[src/rtl/bt_pkg.sv]
// Shared types and constants for the HC-06 command parser and display helpers.
package bt_pkg;

    typedef enum logic [2:0] {
        IDLE    = 3'd0,
        HEX_HI  = 3'd1,
        HEX_LO  = 3'd2,
        DIG_IDX = 3'd3,
        DIG_CHR = 3'd4,
        REPLY   = 3'd5
    } state_t;

    localparam logic [7:0] RSP_OK         = 8'h4B;
    localparam logic [7:0] RSP_ERR        = 8'h45;
    localparam logic [7:0] RSP_TMO        = 8'h54;

    localparam logic [7:0] SEG_BLANK      = 8'hFF;
    localparam logic [7:0] SEG_UNDERSCORE = 8'hEF;

    localparam logic [7:0] ASCII_CR       = 8'h0D;
    localparam logic [7:0] ASCII_LF       = 8'h0A;

endpackage

[src/rtl/bt_ascii_to_seg.sv]
// ASCII to 7-segment pattern (abcdefgP, active-low); letters are case-insensitive.
module bt_ascii_to_seg
    import bt_pkg::*;
(
    input  logic [7:0] ascii,
    output logic [7:0] seg
);

    logic [7:0] folded;

    always_comb begin
        folded = ascii;
        if (ascii >= 8'h61 && ascii <= 8'h7A) begin
            folded = ascii & 8'hDF;
        end
        seg = SEG_UNDERSCORE;
        case (folded)
            "0": seg = 8'h03;
            "1": seg = 8'h9F;
            "2": seg = 8'h25;
            "3": seg = 8'h0D;
            "4": seg = 8'h99;
            "5": seg = 8'h49;
            "6": seg = 8'h41;
            "7": seg = 8'h1F;
            "8": seg = 8'h01;
            "9": seg = 8'h09;
            "A": seg = 8'h11;
            "B": seg = 8'hC1;
            "C": seg = 8'h63;
            "D": seg = 8'h85;
            "E": seg = 8'h61;
            "F": seg = 8'h71;
            "H": seg = 8'h91;
            "P": seg = 8'h31;
            "-": seg = 8'hFD;
            " ": seg = SEG_BLANK;
            default: seg = SEG_UNDERSCORE;
        endcase
    end

endmodule

[src/rtl/bt_cmd_parser.sv]
// ASCII command parser for the HC-06 byte stream, replying K/E/T over valid/ready.
// Optional inter-byte timeout enabled by defining BT_CMD_TIMEOUT_EN.
//
// state   | meaning
// IDLE    | waiting for a command letter
// HEX_HI  | 'L' seen, waiting for high hex nibble
// HEX_LO  | waiting for low hex nibble
// DIG_IDX | 'D' seen, waiting for digit index '0'..'7'
// DIG_CHR | waiting for the character to display
// REPLY   | status byte pending on tx_data
module bt_cmd_parser
    import bt_pkg::*;
#(
    parameter int CLK_HZ         = 50_000_000,
    parameter int TIMEOUT_CYCLES = CLK_HZ / 2,
    parameter int NUM_DIGITS     = 8
) (
    input  logic        clk,
    input  logic        reset,
    input  logic [7:0]  rx_data,
    input  logic        rx_valid,
    output logic [7:0]  tx_data,
    output logic        tx_valid,
    input  logic        tx_ready,
    output logic        carga,
    output logic [7:0]  leds,
    output logic [63:0] seg_buf,
    output logic        err_overrun
);

    state_t      state, state_d;
    logic        carga_d, tx_valid_d, err_d;
    logic [7:0]  leds_d, tx_data_d;
    logic [63:0] seg_d;
    logic [3:0]  hi_nib, hi_d;
    logic [2:0]  idx, idx_d;
    logic        rsp_go;
    logic [7:0]  rsp_code;
    logic [4:0]  hex;
    logic [7:0]  seg_code;
    logic        tmo_hit;

    function automatic logic [4:0] hex_decode(input logic [7:0] c);
        logic [4:0] r;
        r = 5'b0;
        if (c >= "0" && c <= "9") begin
            r = {1'b1, c[3:0]};
        end else if ((c >= "a" && c <= "f") || (c >= "A" && c <= "F")) begin
            r = {1'b1, c[3:0] + 4'd9};
        end
        return r;
    endfunction

    bt_ascii_to_seg u_seg (
        .ascii (rx_data),
        .seg   (seg_code)
    );

`ifdef BT_CMD_TIMEOUT_EN
    localparam int CNT_W = $clog2(TIMEOUT_CYCLES) + 1;
    logic [CNT_W-1:0] tmo_cnt;
    logic             waiting;

    assign waiting = (state == HEX_HI) || (state == HEX_LO) ||
                     (state == DIG_IDX) || (state == DIG_CHR);
    // An arriving byte beats expiry in the same cycle.
    assign tmo_hit = waiting && !rx_valid &&
                     (tmo_cnt == CNT_W'(TIMEOUT_CYCLES - 1));

    always_ff @(posedge clk or negedge reset) begin
        if (!reset) begin
            tmo_cnt <= '0;
        end else if (rx_valid || !waiting || tmo_hit) begin
            tmo_cnt <= '0;
        end else begin
            tmo_cnt <= tmo_cnt + CNT_W'(1);
        end
    end
`else
    logic unused_cfg;
    assign unused_cfg = (TIMEOUT_CYCLES != 0) && (NUM_DIGITS != 0);
    assign tmo_hit    = 1'b0;
`endif

    always_comb begin
        state_d    = state;
        carga_d    = carga;
        leds_d     = leds;
        seg_d      = seg_buf;
        tx_valid_d = tx_valid;
        tx_data_d  = tx_data;
        err_d      = err_overrun;
        hi_d       = hi_nib;
        idx_d      = idx;
        rsp_go     = 1'b0;
        rsp_code   = RSP_OK;
        hex        = hex_decode(rx_data);

        case (state)
            IDLE: if (rx_valid) begin
                case (rx_data)
                    "A", "a": begin carga_d = 1'b1; rsp_go = 1'b1; end
                    "P", "p": begin carga_d = 1'b0; rsp_go = 1'b1; end
                    "L", "l": state_d = HEX_HI;
                    "D", "d": state_d = DIG_IDX;
                    ASCII_CR, ASCII_LF: state_d = IDLE;
                    default: begin rsp_go = 1'b1; rsp_code = RSP_ERR; end
                endcase
            end
            HEX_HI: if (rx_valid) begin
                if (hex[4]) begin
                    hi_d    = hex[3:0];
                    state_d = HEX_LO;
                end else begin
                    rsp_go = 1'b1; rsp_code = RSP_ERR;
                end
            end
            HEX_LO: if (rx_valid) begin
                rsp_go = 1'b1;
                if (hex[4]) leds_d = {hi_nib, hex[3:0]};
                else        rsp_code = RSP_ERR;
            end
            DIG_IDX: if (rx_valid) begin
                if (rx_data >= "0" && rx_data <= "7") begin
                    idx_d   = rx_data[2:0];
                    state_d = DIG_CHR;
                end else begin
                    rsp_go = 1'b1; rsp_code = RSP_ERR;
                end
            end
            DIG_CHR: if (rx_valid) begin
                seg_d[{idx, 3'b000} +: 8] = seg_code;
                rsp_go = 1'b1;
            end
            REPLY: begin
                if (rx_valid) err_d = 1'b1;
                if (tx_ready) begin
                    tx_valid_d = 1'b0;
                    state_d    = IDLE;
                end
            end
            default: state_d = IDLE;
        endcase

        if (tmo_hit) begin
            rsp_go   = 1'b1;
            rsp_code = RSP_TMO;
        end
        if (rsp_go) begin
            state_d    = REPLY;
            tx_valid_d = 1'b1;
            tx_data_d  = rsp_code;
        end
    end

    always_ff @(posedge clk or negedge reset) begin
        if (!reset) begin
            state       <= IDLE;
            carga       <= 1'b0;
            leds        <= 8'h00;
            seg_buf     <= {8{SEG_BLANK}};
            tx_valid    <= 1'b0;
            tx_data     <= 8'h00;
            err_overrun <= 1'b0;
            hi_nib      <= 4'h0;
            idx         <= 3'd0;
        end else begin
            state       <= state_d;
            carga       <= carga_d;
            leds        <= leds_d;
            seg_buf     <= seg_d;
            tx_valid    <= tx_valid_d;
            tx_data     <= tx_data_d;
            err_overrun <= err_d;
            hi_nib      <= hi_d;
            idx         <= idx_d;
        end
    end

endmodule

[config.mk]
export PLATFORM = sky130hd
export DESIGN_NAME = bt_cmd_parser
export DESIGN_NICKNAME = d
export VERILOG_FILES = /design/src/rtl/bt_pkg.sv /design/src/rtl/bt_ascii_to_seg.sv /design/src/rtl/bt_cmd_parser.sv
export SDC_FILE = /design/constraint.sdc
export NUM_CORES = 1
export LEC_CHECK = 0
export BUFFER_PORTS_ARGS = -buffer_cell sky130_fd_sc_hd__buf_2
export CORE_MARGIN = 1
export CORE_UTILIZATION = 35
export CTS_CLUSTER_SIZE = 24
export DETAILED_ROUTE_END_ITERATION = 7
export PLACE_DENSITY_LB_ADDON = 0.12
export SKIP_CTS_REPAIR_TIMING = 1
export SLEW_MARGIN = 10
export SYNTH_ARGS = -nofsm -noshare
export SYNTH_HDL_FRONTEND = slang
export SYNTH_SLANG_ARGS = --single-unit
export TNS_END_PERCENT = 10
[constraint.sdc]
create_clock -name clk -period 2.1 [get_ports clk]
set_input_delay 0.21 -clock clk [delete_from_list [all_inputs] [get_ports clk]]
set_output_delay 0.21 -clock clk [all_outputs]
set_load 0.02 [all_outputs]
Word level (Yosys, flattened, before mapping):

Cells that the tools add are included.

* register bits after elaboration: 93
* bits in latches: 0
* memory bits (writable): 0
* bits in read-only memories: 0
* input bits: 12
* output and inout port bits: 83
* logic and storage cells: 124
* memories: 0

* add/sub/neg operators: 2
* $mul: 0
* div/mod/pow operators: 0
* $lt $le $gt $ge: 8
* equality and inequality tests: 43
* shift-type cells: 2
* multiplexer cells: 33
* bitwise operators: 0
* reduce and logical (&&, ||, !) cells: 27

Operators with widths (count)
* $pmux 8 s20: 1
* $eq 8x7->1 const B: 16
* $eq 8x6->1 const B: 12
* $bwmux 64: 1
* $shift 8x8->64 const A: 1
* $shiftx 8x8->64: 1
* $le 8x7->1 const B: 3
* $mux 4: 6
* $mux 3: 7
* $ne 3x3->1 const B: 6
* $eq 8x4->1 const B: 2
* $ge 8x7->1 const B: 2
* $le 8x6->1 const B: 2
* $pmux 3 s5: 1
* $reduce_or 2->1: 7
* $pmux 4 s3: 1
* $reduce_and 3->1: 4
* $mux 1: 10
* $mux 5: 2
* $reduce_or 10->1: 1
* $pmux 3 s3: 1
* $ge 8x6->1 const B: 1
* $neg 6->8: 1
* $reduce_and 8->1: 1
* 15 further kinds: 25

Longest topological paths before layout:

* depth after elaboration: 10
* gate-level depth with buffers: 11
* gate-level depth less buffers: 8

Cells and area by module:

A second synthesis with hierarchy kept.

* cell total of the unflattened synthesis: 430
* area total of the unflattened synthesis: 4663.2 um^2

Modules (own cells, without submodules)
* bt_cmd_parser: times used 1, cells an instance 342, area an instance 4152.7 um^2
* bt_ascii_to_seg: times used 1, cells an instance 88, area an instance 510.5 um^2

Least setup slack after synthesis:

No wires, ideal clock.

* path kind: input port to flip-flop
* start point: input port rx_data[0]
* end point: register seg_buf[11]
* arrival: 1.898 ns
* required time: 2.027 ns
* slack: 0.129 ns
* stages: 11
* path buffers: 3
* path through: inv_1 ha_1 buf_2 nor2b_1 and4_1 a211oi_2 nand4_2 buf_6 and3_1 buf_6 a21oi_1

* longest elaborated chain between the ends: 7
* elaborated cells on any way between the ends: 27
* classes of those cells: order compare (2); eq/ne (20); shift (1); mux (3); reduce/logical (1)

RTL lines
* start: declaration: line bt_cmd_parser.sv:20 `input logic [7:0] rx_data,`
* $ge 8x7->1 / $le 8x7->1 (equally long branches): line bt_ascii_to_seg.sv:13 `if (ascii >= 8'h61 && ascii <= 8'h7A) begin`
* $logic_and 1x1->1: line bt_ascii_to_seg.sv:13
* $mux 6 *: line bt_ascii_to_seg.sv:13
* $eq 8x6->1 / $eq 8x7->1 (equally long branches): line bt_ascii_to_seg.sv:17 `case (folded)`
* $pmux 8 s20 *: line bt_ascii_to_seg.sv:17
* $shiftx 8x8->64 *: line bt_cmd_parser.sv:132 `seg_d[{idx, 3'b000} +: 8] = seg_code;`
* $bwmux 64 *: line bt_cmd_parser.sv:132
* end signal: assignment: line bt_cmd_parser.sv:161 `seg_buf <= {8{SEG_BLANK}};`
* end signal: assignment: line bt_cmd_parser.sv:171 `seg_buf <= seg_d;`
* end: declaration: line bt_cmd_parser.sv:27 `output logic [63:0] seg_buf,`

Mark *: on every way between the ends. The rest lies on a longest branch, timed or not.
A chain may end at the register's enable or synchronous reset.

Worst setup path in the final report:

* start point: register idx[1]
* end point: register seg_buf[1]

* longest elaborated chain between the ends: 3
* elaborated cells on any way between the ends: 4
* classes of those cells: add/sub (1); shift (2); mux (1)

RTL lines
* start: declaration: line bt_cmd_parser.sv:36 `logic [2:0] idx, idx_d;`
* start signal: assignment: line bt_cmd_parser.sv:176 `idx <= idx_d;`
* $neg 6->8 *: line bt_cmd_parser.sv:132
* $shiftx 8x8->64 / $shift 8x8->64 (equally long branches): line bt_cmd_parser.sv:132
* $bwmux 64 *: line bt_cmd_parser.sv:132

Marked as above.

==> implementation parameters <==
Parameter                              Value

Logic synthesis
  Count of warnings emitted by yosys    0
  Synthesized area per cell    10.3 um2
  Share of async-settable or async-resettable flops after synthesis    1.00
  Register bit total from synthesis    88
  Fraction of the yosys area taken by sequential cells    0.528
  Dominant combinational cell family by area after synthesis    simple AND/OR/NAND/NOR gates
  Post-synthesis cell count    419
  Unique masters post-synth    63
  Post-synthesis instance area    4320 um2
  Area share of xor/xnor cells in the synthesized design    0.00405
  Area fraction in and, or, nand and nor cells after synthesis    0.178
  Most used DFF post-synth    dfstp_2
  Synth Area in Compound Gates    0.155
  Share of synthesized area spent on multiplexers    0.0613
  Adder-cell share of the synthesized area    0.0203
  Number of enable flip-flop cells after synthesis    0

Worst setup path
  Critical path required time    between 2 and 2.5 ns
  Setup slack of the most critical reg-to-reg path    0.11 ns
  Cell type group with the largest total delay on the critical path    simple AND/OR/NAND/NOR gates
  Crit path buf inv count    3
  Category of the critical setup timing path    reg -> reg
  Worst Path Max Fanout    7
  Critical path startpoint category    register
  Kind of end point of the critical path    register
  Arrival time at the worst endpoint    between 2 and 2.5 ns
  Max incr delay on CP    0.40 ns
  Ordered cell list for the critical path    inv_2 > ha_1 > ha_4 > buf_4 > nor2_4 > nand2_2 > nor4_4 > buf_2 > a31oi_1
  Critical path's slowest cell    dfrtp_1

Pwr
  Leak    2.69 nW
  Total Power    5.70 mW
  VDD IR max    0.386 mV
  Power per Cell Area    between 1000 and 1500 nW/um2

Timing
  Number of max-slew violations in the final report    0
  Fmax    503 MHz
  Final Hold Vio Count    0
  Final setup violation count    0
  Share of the clock period used by the worst path after layout    0.946
  Accumulated negative setup slack    0 ns
  Final critical path time including I/O delays and setup    1.99 ns
  RSZ-0062 raised after global routing    false
  Final setup margin    0.113 ns
  Clock Skews    just over 0.008 ns

Final layout
  Area of all sequential standard cells    about 2300 um2
  Diode count    0
  Count of nets after finishing    575
  Total of fill cells in the finished design    1,159
  Fraction of final layout cells sized beyond drive strength 1    0.501
  Final standard cell count with taps included and fillers excluded    between 700 and 800
  Area added between synthesis and finish    30.6%
  Final core utilization    0.470
  Footprint of the multi-input gates    about 1900 um2

Clocking
  CTS buffer count    9
  Sinks on the clock net    88
  CTS Buffer Depth    2
  Clock tree root buffer cell    clkbuf_16
  Skew-Pair Late Insertion Delay    0.35 ns
  Number of H-tree levels    3
  TritonCTS clock tree    done
  Clock input transition at the sequential cells of the worst setup and hold paths    0.06 ns

Placed design
  Half-perimeter wire length after placement    ~8500 um
  Post-placement cell count    ~700
  Worst slack at placement    -0.182 ns
  GPL Wtd Cong    0.861
  Port Buffer Count    91

Die
  Core area    ~12,000 um2
  Overall die height    113 um
  Effective utilization at floorplan    0.360
  Placement Rows    40
  I/O pins    95
  Width of the die    113 um
  Die footprint    12,800 um2

Detailed routing
  Total via count after detailed routing    3,571
  Via count normalized by instance count    5.04
  Routed wire length per instance    16.5 um
  DRT antenna net count    0
  Drt total wl    11,700 um
  DRT Pass-1 Iters    4
  Violation count after the first detailed-routing iteration    164
  Count of unresolved DRC violations after routing    0

Run status
  Run status    complete, no violations

GRT
  Overall routing resource usage    0.191
  Pin count of the biggest net entering global routing    89
  Vias in the first global route    ~3,500
  Wire length of the first global-routing pass    between 15,000 and 20,000 um
  Global route overflow    0
  Initial antenna violation count    0

Flow run
  Number of max-cap violations    0

Hold path
  Path type of the worst min-delay path    in -> reg
worst paths after layout:
check,startpoint,end,cells past startpoint
worst max-delay path,idx[1]$_DFFE_PN0P_,seg_buf[1]$_DFFE_PN1P_,9
worst min-delay path,tx_ready,tx_valid$_DFFE_PN0P_,3
worst max register to register,idx[1]$_DFFE_PN0P_,seg_buf[1]$_DFFE_PN1P_,9
worst min register to register,seg_buf[43]$_DFFE_PN1P_,seg_buf[43]$_DFFE_PN1P_,2
max in group asynchronous,reset,seg_buf[32]$_DFFE_PN1P_,3
min in group asynchronous,reset,leds[4]$_DFFE_PN0P_,3
flip-flops by register name (all words and copies together) (netlist names), 3 cells and up:
name	count
hi_nib	4
idx	3
leds	8
seg_buf	64
state	3
tx_data	3
layout by cell type (no fill, tap or decap), drive strengths merged, types with 2 or more instances in the layout:
cell and count:
or4b 2, nor2b 3, clkbuf 12, nand2 26, nor2 62, a21oi 45, nor4 2, o41ai 3
conb 3, nand2b 7, or3 2, inv 15, a21o 3, dfrtp 24, nor3 2, and3 4
a32oi 2, o21ai 19, nand4 4, or2 10, ha 7, a211oi 3, nand3 10, a211o 2
nand4b 2, nand3b 2, a22oi 2, buf 152, nor3b 3, a31oi 19, mux2 20, dfstp 64
mux2i 4
power breakdown:
group	switching [mW]	total (mW)	internal [mW]	leakage (nW)
clock network	0.687	1.76	1.07	0.162
logic	0.993	1.62	0.631	1.58
registers	0.201	2.32	2.12	0.956
metrics by stage:
step           area (um2)  hold slack, ns
6_report             5650           0.186
5_1_grt              5650           0.186
4_1_cts              5590         -0.0838
3_5_place_dp         5260           0.289
3_3_place_gp         5260           0.287
2_1_floorplan        4330         -0.0856
cells by family (layout without fill, tap and decap cells):
family | after synthesis | after routing
XOR/XNOR | 2 | 2
flip-flops | 88 | 88
AND/OR/NAND/NOR | 148 | 148
adder cells (fa/ha/maj) | 7 | 7
AO/OA/AOI/OAI | 106 | 106
multiplexers | 24 | 24
buffers and inverters | 43 | 183
other | 1 | 3
final cells by class:
class                           count  area share
Clock buffer                       12      0.0492
Clock inverter                      4      0.0102
Inverter                           14     0.00930
Multi-Input combinational cell    290       0.328
Sequential cell                    88       0.404
Tap cell                          147      0.0326
Timing Repair Buffer              153       0.166
cells in the mapped netlist, types with 3 or more instances:
cell type / n / area, um2
o21ai_1: 5 / 25.0
buf_4: 6 / 45.0
and3_1: 4 / 25.0
nor2b_1: 3 / 18.8
nand2b_1: 7 / 43.8
buf_6: 4 / 45.0
a21oi_1: 44 / 220
o21ai_0: 13 / 65.1
nor2_1: 62 / 233
a21o_1: 3 / 22.5
nand4_1: 3 / 18.8
a31oi_1: 18 / 113
nand2_1: 26 / 97.6
buf_2: 8 / 40.0
nand3_1: 10 / 50.1
dfrtp_1: 24 / 601
clkbuf_1: 10 / 37.5
dfstp_2: 64 / 1680
mux2_2: 20 / 225
or2_2: 9 / 56.3
mux2i_1: 4 / 40.0
ha_1: 7 / 87.6
inv_1: 14 / 52.6
worst register-to-register path, cell delays in order, from the launching register on:
cell and delay (ns):
dfrtp_1 0.40, inv_2 0.07, ha_1 0.21, ha_4 0.22, buf_4 0.15, nor2_4 0.09
nand2_2 0.07, nor4_4 0.35, buf_2 0.27, a31oi_1 0.10
metal layers:
metal | share of wire | GRT usage
met5 | 0 | 0
met4 | 0.012 | 0.0632
met3 | 0.057 | 0.0621
met2 | 0.48 | 0.308
met1 | 0.46 | 0.241
No activity file was read; power rests on OpenSTA's default activity.
